[src/rtl/player_bullet_ctrl_if.sv]
// ---------------------------------------------------------------------------
// player_bullet_ctrl_if
//
// Purpose: groups the player-side and judge-side signals of the player bullet
// controller into one bundle.
//
// Signals:
//   fire        - fire button level, already debounced
//   move_tick   - one-cycle frame/motion strobe
//   p_x, p_y    - player position (10-bit)
//   hit         - OR of the enemy judge hit strobes
//   b_x, b_y    - bullet position (10-bit)
//   mybullet_en - bullet alive/visible
//   ready       - a launch would be accepted this cycle
//
// Modports:
//   master - the bullet controller (consumes fire/tick/position/hit,
//            drives the bullet outputs)
//   slave  - the surrounding logic (player input, enemy judges, bench)
// ---------------------------------------------------------------------------
interface player_bullet_ctrl_if;
  logic       fire;
  logic       move_tick;
  logic [9:0] p_x;
  logic [9:0] p_y;
  logic       hit;
  logic [9:0] b_x;
  logic [9:0] b_y;
  logic       mybullet_en;
  logic       ready;

  modport master (
    input  fire, move_tick, p_x, p_y, hit,
    output b_x, b_y, mybullet_en, ready
  );

  modport slave (
    output fire, move_tick, p_x, p_y, hit,
    input  b_x, b_y, mybullet_en, ready
  );
endinterface

[src/rtl/player_bullet_ctrl.sv]
// ---------------------------------------------------------------------------
// player_bullet_ctrl
//
// Purpose: launches, flies and retires the single player bullet. The bullet
// is launched from the player's muzzle, rises SPEED pixels per move_tick,
// and retires on the first enemy hit or when it would reach the top line.
// After retirement a cooldown of COOLDOWN move_ticks gates the next shot.
//
// Ports:
//   clk  - system clock
//   rst  - asynchronous active-high reset
//   bus  - player_bullet_ctrl_if.master (fire, move_tick, p_x, p_y, hit in;
//          b_x, b_y, mybullet_en, ready out)
//
// Configuration macro:
//   PLAYER_BULLET_AUTOFIRE_EN - when defined, a held fire level launches in
//   IDLE (repeat fire while held); when undefined only a fire rising edge
//   launches.
// ---------------------------------------------------------------------------
module player_bullet_ctrl #(
  parameter int SPEED    = 8,
  parameter int COOLDOWN = 4,
  parameter int TOP_Y    = 0,
  parameter int X_OFFSET = 20,
  parameter int Y_OFFSET = 10
) (
  input  logic                 clk,
  input  logic                 rst,
  player_bullet_ctrl_if.master bus
);

  localparam int CNT_W = (COOLDOWN > 0) ? $clog2(COOLDOWN + 1) : 1;

  // 11-bit thresholds so the comparisons cannot overflow the 10-bit range
  localparam logic [10:0] LAUNCH_MIN = 11'(Y_OFFSET + TOP_Y);
  localparam logic [10:0] RETIRE_Y   = 11'(TOP_Y + SPEED);
  localparam logic [9:0]  X_OFF      = 10'(X_OFFSET);
  localparam logic [9:0]  Y_OFF      = 10'(Y_OFFSET);
  localparam logic [9:0]  STEP       = 10'(SPEED);
  localparam logic [CNT_W-1:0] COOL_INIT = CNT_W'(COOLDOWN);

  typedef enum logic [1:0] {
    IDLE = 2'd0,
    FLY  = 2'd1,
    COOL = 2'd2
  } state_t;

  state_t           state_q, state_d;
  logic             fire_q, fire_d;
  logic [9:0]       b_x_q, b_x_d;
  logic [9:0]       b_y_q, b_y_d;
  logic             en_q, en_d;
  logic [CNT_W-1:0] cnt_q, cnt_d;

  logic launch_req;
  logic launch_ok;
  logic at_top;

  assign fire_d = bus.fire;

`ifdef PLAYER_BULLET_AUTOFIRE_EN
  assign launch_req = bus.fire;
`else
  assign launch_req = bus.fire & ~fire_q;
`endif

  // Launch is refused when the muzzle would already be above the top line
  assign launch_ok = launch_req && ({1'b0, bus.p_y} >= LAUNCH_MIN);

  // One more step would reach or cross the top line, so retire instead
  assign at_top = ({1'b0, b_y_q} <= RETIRE_Y);

  always_ff @(posedge clk or posedge rst) begin
    if (rst) begin
      state_q <= IDLE;
      fire_q  <= 1'b0;
      b_x_q   <= '0;
      b_y_q   <= '0;
      en_q    <= 1'b0;
      cnt_q   <= '0;
    end else begin
      state_q <= state_d;
      fire_q  <= fire_d;
      b_x_q   <= b_x_d;
      b_y_q   <= b_y_d;
      en_q    <= en_d;
      cnt_q   <= cnt_d;
    end
  end

  always_comb begin
    state_d = state_q;
    b_x_d   = b_x_q;
    b_y_d   = b_y_q;
    en_d    = en_q;
    cnt_d   = cnt_q;

    case (state_q)
      IDLE: begin
        if (launch_ok) begin
          b_x_d   = bus.p_x + X_OFF;
          b_y_d   = bus.p_y - Y_OFF;
          en_d    = 1'b1;
          state_d = FLY;
        end
      end

      FLY: begin
        // Hit has priority over motion; the position freezes where it was
        if (bus.hit || (bus.move_tick && at_top)) begin
          en_d    = 1'b0;
          cnt_d   = COOL_INIT;
          state_d = COOL;
        end else if (bus.move_tick) begin
          b_y_d = b_y_q - STEP;
        end
      end

      COOL: begin
        if (cnt_q == '0) begin
          state_d = IDLE;
        end else if (bus.move_tick) begin
          cnt_d = cnt_q - 1'b1;
        end
      end

      default: begin
        state_d = IDLE;
        en_d    = 1'b0;
      end
    endcase
  end

  assign bus.b_x         = b_x_q;
  assign bus.b_y         = b_y_q;
  assign bus.mybullet_en = en_q;
  assign bus.ready       = (state_q == IDLE);

endmodule

[src/flat_wrapper.sv]
// flat-port wrapper written by rule: the top's interface ports become plain ports
module player_bullet_ctrl_flat 
#(
  parameter int SPEED    = 8,
  parameter int COOLDOWN = 4,
  parameter int TOP_Y    = 0,
  parameter int X_OFFSET = 20,
  parameter int Y_OFFSET = 10
)
  (clk, rst, bus_fire, bus_move_tick, bus_p_x, bus_p_y, bus_hit, bus_b_x, bus_b_y, bus_mybullet_en, bus_ready);
  player_bullet_ctrl_if bus_i ();
  input  logic clk;
  input  logic rst;
  input wire logic [$bits(bus_i.fire)-1:0] bus_fire;
  input wire logic [$bits(bus_i.move_tick)-1:0] bus_move_tick;
  input wire logic [$bits(bus_i.p_x)-1:0] bus_p_x;
  input wire logic [$bits(bus_i.p_y)-1:0] bus_p_y;
  input wire logic [$bits(bus_i.hit)-1:0] bus_hit;
  output wire logic [$bits(bus_i.b_x)-1:0] bus_b_x;
  output wire logic [$bits(bus_i.b_y)-1:0] bus_b_y;
  output wire logic [$bits(bus_i.mybullet_en)-1:0] bus_mybullet_en;
  output wire logic [$bits(bus_i.ready)-1:0] bus_ready;
  assign bus_i.fire = bus_fire;
  assign bus_i.move_tick = bus_move_tick;
  assign bus_i.p_x = bus_p_x;
  assign bus_i.p_y = bus_p_y;
  assign bus_i.hit = bus_hit;
  assign bus_b_x = bus_i.b_x;
  assign bus_b_y = bus_i.b_y;
  assign bus_mybullet_en = bus_i.mybullet_en;
  assign bus_ready = bus_i.ready;
  player_bullet_ctrl #(.SPEED(SPEED), .COOLDOWN(COOLDOWN), .TOP_Y(TOP_Y), .X_OFFSET(X_OFFSET), .Y_OFFSET(Y_OFFSET)) u_core (.clk(clk), .rst(rst), .bus(bus_i));
endmodule
[config.mk]
export PLATFORM = sky130hd
export DESIGN_NAME = player_bullet_ctrl_flat
export DESIGN_NICKNAME = d
export VERILOG_FILES = /design/src/rtl/player_bullet_ctrl_if.sv /design/src/rtl/player_bullet_ctrl.sv /design/src/flat_wrapper.sv
export SDC_FILE = /design/constraint.sdc
export NUM_CORES = 1
export LEC_CHECK = 0
export ABC_AREA = 1
export CORE_MARGIN = 2
export CORE_UTILIZATION = 48
export DETAILED_ROUTE_END_ITERATION = 10
export GPL_TIMING_DRIVEN = 0
export HOLD_SLACK_MARGIN = 0.08
export MAX_ROUTING_LAYER = met4
export PLACE_DENSITY = 0.8
export SYNTH_ARGS = -nofsm -noshare
export SYNTH_HDL_FRONTEND = slang
export SYNTH_SLANG_ARGS = --single-unit
export TNS_END_PERCENT = 5
[constraint.sdc]
create_clock -name clk -period 1.95 [get_ports clk]
set_input_delay 0.195 -clock clk [delete_from_list [all_inputs] [get_ports clk]]
set_output_delay 0.195 -clock clk [all_outputs]
set_load 0.01 [all_outputs]
* After elaboration in Yosys (flattened, before gate mapping) *
Index checks and enable logic that the tools add are counted.

storage, ports and cells
  flip-flop bits (word level) = 27
  word-level logic and storage cells = 51
  output and inout bits = 22
  input port bits = 25

operators by class
  $add $sub $neg = 4
  magnitude comparators = 2
  reductions and logical operators = 12
  bitwise logic cells = 3
  eq/ne operators = 9
  muxes and demuxes = 15

operators with widths
  kind                   number
  $mux 10                3
  $pmux 10 s2            1
  $sub 10x4->10 const B  2
  $add 10x5->10 const B  1
  $ge 10x4->1 const B    1
  $le 10x4->1 const B    1
  $mux 3                 3
  $ne 2x2->1 const B     4
  $reduce_and 4->1       2
  $mux 2                 3
  $ne 2x1->1 const B     3
  $pmux 2 s3             1
  $pmux 3 s2             1
  $reduce_and 3->1       2
  $reduce_bool 2->1      2
  $logic_not 3->1        1
  $pmux 1 s3             1
  $sub 3x1->3 const B    1
  $eq 2x1->1 const B     1
  $eq 2x2->1 const B     1
  $logic_and 1x1->1      2
  $logic_not 2->1        1
  $mux 1                 2
  $not 1->1              2
  other kinds (3)        3

* Longest topological paths before layout *
Gate-level depths: netlist of the first run.

  depth after elaboration = 5
  depth in mapped cells = 12
  depth with buffers taken out = 12

* Worst setup path before layout of the first run *
OpenSTA, ideal clock, no wires.

  kind = register to register
  start point = reg u_core.b_y_q[3] (netlist: u_core.bus.b_y[3])
  end point = reg u_core.b_y_q[9] (netlist: u_core.bus.b_y[9])
  path slack = 504 ps
  library setup time = 117 ps
  period minus slack after synthesis = 1446 ps
  buffers on the path = 0
  arrival time = 1329 ps
  data required time = 1833 ps
  cell stages (with the launch flop) = 12
  path through = dfrtp_1 -> inv_1 -> ha_1 -> inv_1 -> nor2_1 -> nand3_1 -> nand2_1 -> inv_1 -> o21ai_0 -> nand2_1 -> nand2_1 -> nand2_1

on the way
  word-level cells in the longest chain between the ends = 5
  elaborated cells on any way between the ends = 9
  classes of those cells = 1 x add/sub; 1 x order compare; 1 x eq/ne; 3 x mux; 3 x reduce/logical

ends and longest elaborated chain
  what                        line                       text
  start: declaration          player_bullet_ctrl.sv:51   logic [9:0] b_y_q, b_y_d;
  start signal: assignment    player_bullet_ctrl.sv:85   b_y_q <= b_y_d;
  $le 10x4->1                 player_bullet_ctrl.sv:71   assign at_top = ({1'b0, b_y_q} <= RETIRE_Y);
  $logic_and 1x1->1           player_bullet_ctrl.sv:110  if (bus.hit || (bus.move_tick && at_top)) begin
  $logic_or 1x1->1            player_bullet_ctrl.sv:110
  $ne 2x2->1 (no line)        --
  $reduce_and 4->1 (no line)  --

Parallel ways exist; a longest one is shown, timed or not. The select of a mux whose other input is x is not followed.
A chain may end at the register's enable or synchronous reset.

* Worst setup path after layout of the first run *
  start point = reg u_core.state_q[1]
  end point = out bus_ready

on the way
  word-level cells in the longest chain between the ends = 1

ends and longest elaborated chain
  what                      line                       text
  start: declaration        player_bullet_ctrl.sv:48   state_t state_q, state_d;
  start signal: assignment  player_bullet_ctrl.sv:82   state_q <= state_d;
  $logic_not 2->1           player_bullet_ctrl.sv:137  assign bus.ready = (state_q == IDLE);
  end: declaration          flat_wrapper.sv:22         output wire logic [$bits(bus_i.ready)-1:0] bus_ready;

No other way between the ends.

==> results by group, run 1 <==
Run status
  – Status: finished, final reports clean

Drt
  – Routed length per instance: 11.5 um
  – Total routed wirelength: 3710 um
  – Drt initial violations: 55
  – Via density: 4.75
  – Pre-antenna DRT Iters: 4
  – DRT antenna net count: 0
  – Vias: 1531
  – Drc violations: 0

Timing
  – # setup viols final: 0
  – Clk_skew: 0.0105 ns
  – Relative slew slack: 0.299
  – Post-route minimum period: 1.75 ns
  – Slew Limit Fails: 0
  – Final TNS setup: 0 ns
  – RSZ-0062 raised after global routing: no
  – Fmax: 571 MHz
  – Hold Fails Final Rpt: 0
  – Slew @ Worst Pin: 1.05 ns
  – Tcrit/Tclk final: 0.897

Power and ir drop
  – Internal: 1.63 mW
  – Clock Power Share: 0.087
  – Leak: 1.10 nW
  – P_sw: 1.13 mW
  – Design Power: 2.76 mW
  – Switching portion of total power: 0.408
  – Combinational fraction of design power: 0.547
  – Pwr Density: 1240 mW/mm2
  – Sequential share of power: 0.366
  – Peak supply drop: 0.000751 V

Clocking
  – Clock sink count: 27
  – Hold buffer count at cts: 0
  – CTS tree: yes
  – Post-cts resize count: 0
  – Clock Root Buffer: clkbuf_4
  – Clock slew at reported path FFs: 0.14 ns
  – Bufs on Longest Clock Path: 2
  – Clk_lat worst skew: 0.32 ns
  – Total setup buffers inserted after CTS: 0
  – CTS H-tree lvls: 1
  – CTS Buf Count: 3

Synthesis
  – YS warnings: 0
  – Most common flop cell mapped by yosys: dfrtp_1
  – Cell count after synthesis: 226
  – Post-synth EDFFs: 0
  – Top cells by area, synth: dfrtp_1 (40%), nand2_1 (16%), inv_1 (7.3%), xor2_1 (4.7%), nand3_1 (4.5%)
  – #FFs+latches synth: 27
  – Post-synth ARST share: 1.00
  – Yosys top cell area share: 0.401
  – Post-Syn Area: 0.00169 mm2
  – Register area share after synthesis: 0.401
  – Syn nets: 256
  – Synth unique cells: 30
  – Mean Syn Cell Area: 7.46 um2
  – Biggest area consumer among synthesized cells: dfrtp_1
  – Commonest cells in the netlist: nand2_1 (70), inv_1 (33), dfrtp_1 (27)
  – Top-count cell post-synth: nand2_1

Worst setup path
  – Crit path max fanout: 3
  – Setup CP Type: register to output pin
  – CP startpoint: u_core.state_q[1]$_DFFE_PP0P_
  – CP Data Arrival Time: 1.55 ns
  – CP max stage delay: 0.57 ns
  – Startpoint types: register
  – Req. time, crit path: 1.75 ns
  – CP endpoint kind: output pin
  – Cell-by-cell listing of the critical path: nor2_2, clkdlybuf4s50_1
  – Slowest cell on the critical path: clkdlybuf4s50_1
  – R2R Path Start: u_core.bus.b_y[3]$_DFFE_PP0P_

Worst hold path
  – HP Start: bus_fire
  – Hold Crit Class: primary input to register

Cells and area
  – Layout area overhead: 32.3%
  – Fillers: 329
  – Fin nets: 307
  – Ant. Diodes: 0
  – Share of layout cells above drive strength 1: 0.0833

Placed design
  – GP Congestion: 0.883
  – # port buffers: 46
  – Dpl hpwl: 2900 um

Die
  – Core footprint: 0.00336 mm2
  – Row count: 21
  – Die area: 0.00400 mm2
  – DIE HEIGHT: 63.3 um
  – Num ports: 47
  – Initial Utilization: 0.501
  – Die span in x: 63.3 um

Global route
  – Global-route wire length before repair: 6510 um
  – Initial antenna violation count: 0
  – Largest net degree at the start of global routing: 28
  – Number of global-route vias before repair: 1494
  – Grt ovf: 0
  – GRT Util Overall: 0.210

Job
  – Max Cap Viol: 0
==> cells by family after synthesis <==
group,after synthesis,synth area share
xor gates and xnor gates,10,0.0519
DFF,27,0.401
AOI/OAI and AO/OA,28,0.0942
adders and majority gates,5,0.0371
and+or+nand+nor,117,0.323
buffers and inverters,39,0.0935
==> stage by stage <==
step | hold WS [ns] | instance area, um2 | setup slack, ns | util | cells
after floorplan | 0.226 | 1690 | 0.504 | - | 226
after global placement | 0.455 | 2200 | 0.213 | 0.656 | 318
after detailed placement | 0.462 | 2200 | 0.157 | 0.656 | 318
after CTS | 0.351 | 2230 | 0.179 | 0.663 | 322
after global routing | 0.348 | 2230 | 0.143 | 0.663 | 322
final | 0.359 | 2230 | 0.200 | 0.663 | 322
==> power by group through the flow <==
stage / clock [mW] / combinational (mW) / sequential (mW)
global route: 0.276 / 1.71 / 1.05
finish: 0.240 / 1.51 / 1.01
global placement: 0 / 1.48 / 1.02
detailed placement: 0 / 1.52 / 1.02
CTS: 0.249 / 1.52 / 1.01
floorplan: 0 / 0.757 / 1.09
==> critical path: cells and delay by family, from the launching register on <==
family,cells,cell delay (ns)
DFF,1,0.45
buffers and inverters,1,0.57
and+or+nand+nor,1,0.23
==> metal layers <==
layer / part of all wire / track usage / up-vias / wire [um]
li1: - / - / 810 / -
met1: 0.46 / 0.258 / 678 / 1700
met2: 0.48 / 0.372 / 39 / 1800
met3: 0.045 / 0.0268 / 4 / 166
met4: 0.011 / 0.0462 / 0 / 41
met5: 0 / - / - / 0
==> placed cells by master (no fill, tap or decap), types with 3 or more instances in the layout <==
cell             instances
a21oi_1                  5
clkbuf_4                 3
clkdlybuf4s50_1         46
dfrtp_1                 27
ha_1                     5
inv_1                   33
nand2_1                 70
nand3_1                 15
nand4_1                  3
nor2_1                  16
nor2_2                   3
o21ai_0                  4
o21ai_1                 12
xor2_1                   9
==> registers in the layout (all words and copies together) (netlist names) <==
register / count
u_core.bus.mybullet_en: 1
u_core.cnt_q: 3
u_core.bus.b_x: 10
u_core.state_q: 2
u_core.bus.b_y: 10
u_core.fire_q: 1
==> worst paths after layout <==
path / endpoint / slack (ns) / cells past startpoint
worst min-delay path: u_core.fire_q$_DFF_PP0_ / 0.36 / 1
max in group asynchronous: u_core.bus.b_x[7]$_DFFE_PP0P_ / 0.90 / 2
min in group asynchronous: u_core.bus.b_y[5]$_DFFE_PP0P_ / 0.42 / 2
worst min register to register: u_core.cnt_q[0]$_DFFE_PP0P_ / 0.49 / 2
worst max-delay path: bus_ready / 0.20 / 2
worst max register to register: u_core.bus.b_y[9]$_DFFE_PP0P_ / 0.32 / 11
==> layout make-up <==
cell class | count | area (um2) | share of cell area
flip-flops and latches | 27 | 676 | 0.303
inverters | 36 | 138 | 0.0617
clock buffers | 4 | 26.3 | 0.0118
plain buffers | 3 | 20.0 | 0.00897
multi-input cells | 160 | 853 | 0.383
repair buffers | 46 | 460 | 0.206
well taps | 46 | 57.6 | 0.0258
No activity file was read; power rests on OpenSTA's default activity.
==> inputs of run 2 (changes only) <==
- CORE_UTILIZATION: 48 -> 49
- CTS_BUF_LIST: unset -> sky130_fd_sc_hd__clkbuf_8
- CTS_CLUSTER_SIZE: unset -> 24
- PLACE_DENSITY: 0.8 -> 0.81
==> results by group, run 2 (synthesis results as in run 1) <==
Worst setup path
  – Req. time, crit path: 1.75 ns (about the same)
  – Crit path max fanout: 3 (unchanged)
  – Cell-by-cell listing of the critical path: nor2_2, clkdlybuf4s50_1
  – Slowest cell on the critical path: clkdlybuf4s50_1
  – Startpoint types: register
  – Buf+Inv Stages, Crit Path: 1 (unchanged)
  – CP max stage delay: 0.57 ns (about the same)
  – Crit-path leading delay family: buffers and inverters
  – CP Data Arrival Time: 1.49 ns (-0.06 ns)
  – CP endpoint kind: output pin
  – Setup CP Type: register to output pin

Cells and area
  – Most common cell after layout, fill and taps aside: nand2_1
  – Fin nets: 307 (unchanged)
  – Final Core Density: 0.680 (+0.0166)
  – Ant. Diodes: 0 (unchanged)
  – Share of layout cells above drive strength 1: 0.0870 (+0.00362)
  – Fillers: 317 (-3.6%)
  – Layout area overhead: 33.5%
  – Post-route cell area: 0.00225 mm2 (+0.90%)
  – Most frequent cells in the layout: nand2_1 (70), clkdlybuf4s50_1 (46), inv_1 (33)

Timing
  – Relative slew slack: 0.329 (+0.0296)
  – Tcrit/Tclk final: 0.864 (-0.0333)
  – Tightest hold margin: 0.419 ns (+0.0598 ns)
  – Hold Fails Final Rpt: 0 (unchanged)
  – Fmax: 593 MHz (+3.9%)
  – Slew Limit Fails: 0 (unchanged)
  – Final TNS setup: 0 ns (unchanged)
  – RSZ-0062 raised after global routing: no
  – # setup viols final: 0 (unchanged)
  – Post-route minimum period: 1.68 ns (-0.0649 ns)
  – Clk_skew: 0.00545 ns (-0.00507 ns)
  – Slew @ Worst Pin: 1.01 ns (-0.0444 ns)

Die
  – Core footprint: 0.00331 mm2 (-1.6%)
  – Die area: 0.00393 mm2 (-1.9%)
  – Initial Utilization: 0.509 (+0.00796)
  – Row count: 21 (unchanged)
  – DIE HEIGHT: 62.7 um (-0.96%)
  – Die span in x: 62.7 um (-0.96%)
  – Num ports: 47 (unchanged)

Clocking
  – Clock Root Buffer: clkbuf_8
  – Clock slew at reported path FFs: 0.09 ns (-0.05 ns)
  – Post-cts resize count: 0 (unchanged)
  – CTS Buf Count: 3 (unchanged)
  – CTS tree: yes
  – CTS H-tree lvls: 1 (unchanged)
  – Total setup buffers inserted after CTS: 0 (unchanged)
  – Bufs on Longest Clock Path: 2 (unchanged)
  – Clock sink count: 27 (unchanged)
  – Clk_lat worst skew: 0.27 ns (-0.05 ns)
  – Hold buffer count at cts: 0 (unchanged)

Power and ir drop
  – Peak supply drop: 0.000659 V (-12%)
  – Design Power: 2.83 mW (+2.7%)
  – Pwr Density: 1260 mW/mm2 (+1.8%)
  – Leak: 1.11 nW (+0.95%)

Drt
  – Total routed wirelength: 3550 um (-4.3%)
  – Via density: 4.83 (+1.5%)
  – Drt initial violations: 54 (-1.8%)
  – Routed length per instance: 11.0 um (-4.3%)
  – Drc violations: 0 (unchanged)
  – DRT antenna net count: 0 (unchanged)
  – Vias: 1554 (+1.5%)
  – Pre-antenna DRT Iters: 4 (unchanged)

Global route
  – Largest net degree at the start of global routing: 28 (unchanged)
  – GRT Util Overall: 0.202 (-0.00798)
  – Number of global-route vias before repair: 1474 (-1.3%)
  – Initial antenna violation count: 0 (unchanged)
  – Grt ovf: 0 (unchanged)
  – Global-route wire length before repair: 6270 um (-3.7%)

Job
  – Max Cap Viol: 0 (unchanged)

Placed design
  – Dpl hpwl: 2810 um (-3.2%)
  – Placed inst area: 0.00220 mm2 (unchanged)
  – # port buffers: 46 (unchanged)
  – GP Congestion: 0.891 (+0.92%)

Run status
  – Status: finished, final reports clean

Worst hold path
  – Hold Crit Class: primary input to register
run 2: changes by cell type in the layout (fill, tap and decap cells not counted):
cell | before | now
clkinv_2 | 0 | 1
clkbuf_8 | 0 | 3
clkbuf_1 | 1 | 0
clkbuf_4 | 3 | 0
run 2: where the power goes:
part | switching [mW] | total, mW | internal, mW
Clock | 0.173 | 0.316 | 0.143
Combinational | 0.757 | 1.50 | 0.747
Sequential | 0.205 | 1.01 | 0.809
Total | 1.13 | 2.83 | 1.70
run 2: layout make-up:
type	count	area, um2	share of cell area
inverter	36	138	0.0611
multi-input combinational	160	853	0.379
clock buffer	3	41.3	0.0183
timing repair buffer	46	460	0.205
sequential	27	676	0.300
buffer	3	20.0	0.00889
clock inverter	1	5.00	0.00222
tap	46	57.6	0.0256
run 2: worst paths after layout:
| check | from | to | slack, ns | cells after the start |
|---|---|---|---|---|
| setup / recovery | u_core.state_q[1]$_DFFE_PP0P_ | bus_ready | 0.27 | 2 |
| hold / removal | bus_fire | u_core.fire_q$_DFF_PP0_ | 0.42 | 1 |
| setup reg to reg | u_core.bus.b_y[3]$_DFFE_PP0P_ | u_core.bus.b_y[9]$_DFFE_PP0P_ | 0.34 | 11 |
| hold reg to reg | u_core.cnt_q[0]$_DFFE_PP0P_ | u_core.cnt_q[0]$_DFFE_PP0P_ | 0.48 | 2 |
| max in group asynchronous | rst | u_core.bus.b_y[9]$_DFFE_PP0P_ | 0.87 | 2 |
| min in group asynchronous | rst | u_core.bus.b_x[6]$_DFFE_PP0P_ | 0.47 | 2 |
run 2: stage by stage:
step,cells,setup WS [ns]
2_1_floorplan,226,0.504
3_3_place_gp,318,0.201
3_5_place_dp,318,0.165
4_1_cts,322,0.245
5_1_grt,322,0.134
6_report,322,0.265
run 2: worst register-to-register path, delay by kind of cell (launching register included):
kind | cells | cell delay [ns]
simple gates | 6 | 0.60
flops | 1 | 0.46
fa+ha+maj | 1 | 0.14
compound gates | 1 | 0.13
buf+inv | 3 | 0.16
run 2: layer usage:
| metal | GRT usage | routed length [um] | vias to the layer above |
|---|---|---|---|
| met4 | 0.0500 | 38 | 0 |
| met3 | 0.0396 | 187 | 5 |
| met1 | 0.242 | 1590 | 703 |
| met5 | - | 0 | - |
| li1 | - | - | 810 |
| met2 | 0.351 | 1730 | 36 |
==> inputs of run 3 (changes only) <==
- CELL_PAD_IN_SITES_DETAIL_PLACEMENT: unset -> 0
- CELL_PAD_IN_SITES_GLOBAL_PLACEMENT: unset -> 1
- CORE_UTILIZATION: 49 -> 35
- PLACE_DENSITY: 0.81 -> unset
- PLACE_DENSITY_LB_ADDON: unset -> 0.1
==> results by group, run 3 (synthesis results as in run 1) <==
Clocking
  – Clk_lat worst skew: 0.27 ns (about the same)
  – Clock Root Buffer: clkbuf_8
  – Clock sink count: 27 (unchanged)
  – Bufs on Longest Clock Path: 2 (unchanged)
  – CTS Buf Count: 3 (unchanged)
  – Total setup buffers inserted after CTS: 0 (unchanged)
  – CTS tree: yes
  – Post-cts resize count: 0 (unchanged)
  – CTS H-tree lvls: 1 (unchanged)
  – Clock slew at reported path FFs: 0.10 ns (about the same)
  – Hold buffer count at cts: 0 (unchanged)

Placed design
  – Placed inst area: 0.00221 mm2 (+0.45%)
  – # port buffers: 46 (unchanged)
  – Dpl hpwl: 2900 um (+3.3%)
  – GP Congestion: 0.776 (-13%)

Global route
  – Initial antenna violation count: 0 (unchanged)
  – M1 GR Usage: 0.202 (-0.0406)
  – Global-route wire length before repair: 6710 um (+6.9%)
  – Number of global-route vias before repair: 1504 (+2.0%)
  – GRT Util Overall: 0.164 (-0.0385)
  – Grt ovf: 0 (unchanged)
  – Met3 Resource Use GR: 0.0288 (-0.0108)
  – GR peak layer: met2
  – Largest net degree at the start of global routing: 28 (unchanged)
  – Met2 layer usage reported by global route: 0.278 (-0.0725)

Run status
  – Status: finished, final reports clean

Cells and area
  – Layout area overhead: 34.0%
  – Fin nets: 307 (unchanged)
  – Ant. Diodes: 0 (unchanged)
  – Share of layout cells above drive strength 1: 0.0833 (-0.00362)
  – Fillers: 470 (+48%)
  – Post-route cell area: 0.00226 mm2 (+0.39%)
  – Most frequent cells in the layout: nand2_1 (70), clkdlybuf4s50_1 (46), inv_1 (34)
  – Most common cell after layout, fill and taps aside: nand2_1

Die
  – DIE HEIGHT: 73.4 um (+17%)
  – Die span in x: 73.4 um (+17%)
  – Die area: 0.00539 mm2 (+37%)
  – Core footprint: 0.00469 mm2 (+42%)
  – Row count: 25 (+19%)
  – Initial Utilization: 0.359 (-0.150)
  – Num ports: 47 (unchanged)

Timing
  – Tightest hold margin: 0.383 ns (-0.0361 ns)
  – Final TNS setup: 0 ns (unchanged)
  – Clk_skew: 0.00600 ns (+0.000547 ns)
  – Post-route minimum period: 1.68 ns (-0.00395 ns)
  – Slew Limit Fails: 0 (unchanged)
  – # setup viols final: 0 (unchanged)
  – Slew @ Worst Pin: 1.05 ns (+0.0463 ns)
  – Hold Fails Final Rpt: 0 (unchanged)
  – Relative slew slack: 0.298 (-0.0309)
  – Tcrit/Tclk final: 0.862 (-0.00203)
  – RSZ-0062 raised after global routing: no
  – Fmax: 595 MHz (+0.24%)

Job
  – Max Cap Viol: 0 (unchanged)

Drt
  – Pre-antenna DRT Iters: 4 (unchanged)
  – Drc violations: 0 (unchanged)
  – DRT antenna net count: 0 (unchanged)
  – Vias: 1511 (-2.8%)
  – Drt initial violations: 52 (-3.7%)
  – Total routed wirelength: 3830 um (+7.9%)
  – Via density: 4.58 (-5.1%)
  – Routed length per instance: 11.6 um (+5.3%)

Power and ir drop
  – Peak supply drop: 0.000538 V (-18%)
  – Leak: 1.11 nW (+0.13%)
  – Pwr Density: 1250 mW/mm2 (-0.50%)

Worst setup path
  – Startpoint types: register
  – Setup CP Type: register to output pin
  – Crit path max fanout: 3 (unchanged)
  – CP endpoint kind: output pin
  – CP Data Arrival Time: 1.49 ns (about the same)
  – Req. time, crit path: 1.75 ns (about the same)

Worst hold path
  – Hold Crit Class: primary input to register
## run 3: cell count changes in the layout (fill, tap and decap cells not counted), sizes merged
| cell | change |
|---|---|
| inv | +1 |
| clkinv | -1 |
## run 3: final timing paths
path	startpoint	endpoint	slack [ns]	cells after the start
worst max-delay path	u_core.state_q[1]$_DFFE_PP0P_	bus_ready	0.27	2
worst min-delay path	bus_fire	u_core.fire_q$_DFF_PP0_	0.38	1
worst max register to register	u_core.bus.b_y[3]$_DFFE_PP0P_	u_core.bus.b_y[9]$_DFFE_PP0P_	0.33	11
worst min register to register	u_core.cnt_q[2]$_DFFE_PP0P_	u_core.cnt_q[2]$_DFFE_PP0P_	0.48	2
max in group asynchronous	rst	u_core.state_q[0]$_DFFE_PP0P_	0.85	2
min in group asynchronous	rst	u_core.bus.b_x[9]$_DFFE_PP0P_	0.47	2
## run 3: critical path, cell delays in order (launching register included)
cell and delay (ns):
dfrtp_1 0.43, nor2_2 0.22, clkdlybuf4s50_1 0.57
## run 3: cell type report
cell class,instances,area [um2],share of cell area
repair buffers,46,460,0.204
clock buffers,3,41.3,0.0183
well taps,54,67.6,0.0299
multi-input cells,160,853,0.378
inverters,36,138,0.0609
flip-flops and latches,27,676,0.299
plain buffers,3,20.0,0.00886
clock inverters,1,3.75,0.00166
## run 3: layer usage
metal | vias to the layer above | share of wire | wire length, um
met5 | - | 0 | 0
met4 | 0 | 0.0070 | 27
met3 | 2 | 0.042 | 162
met2 | 31 | 0.48 | 1820
met1 | 671 | 0.47 | 1820
li1 | 807 | - | -
## run 3: metrics by stage
step,power [mW],setup slack [ns],utilization,instances
3_5_place_dp,2.54,0.123,0.472,326
4_1_cts,2.86,0.244,0.482,330
2_1_floorplan,1.85,0.504,-,226
3_3_place_gp,2.54,0.142,0.472,326
6_report,2.83,0.269,0.482,330
5_1_grt,3.10,0.0615,0.482,330
## run 3: where the power goes
part	switching, mW	internal, mW
Combinational	0.752	0.746
Sequential	0.199	0.809
Clock	0.184	0.141
Total	1.14	1.70
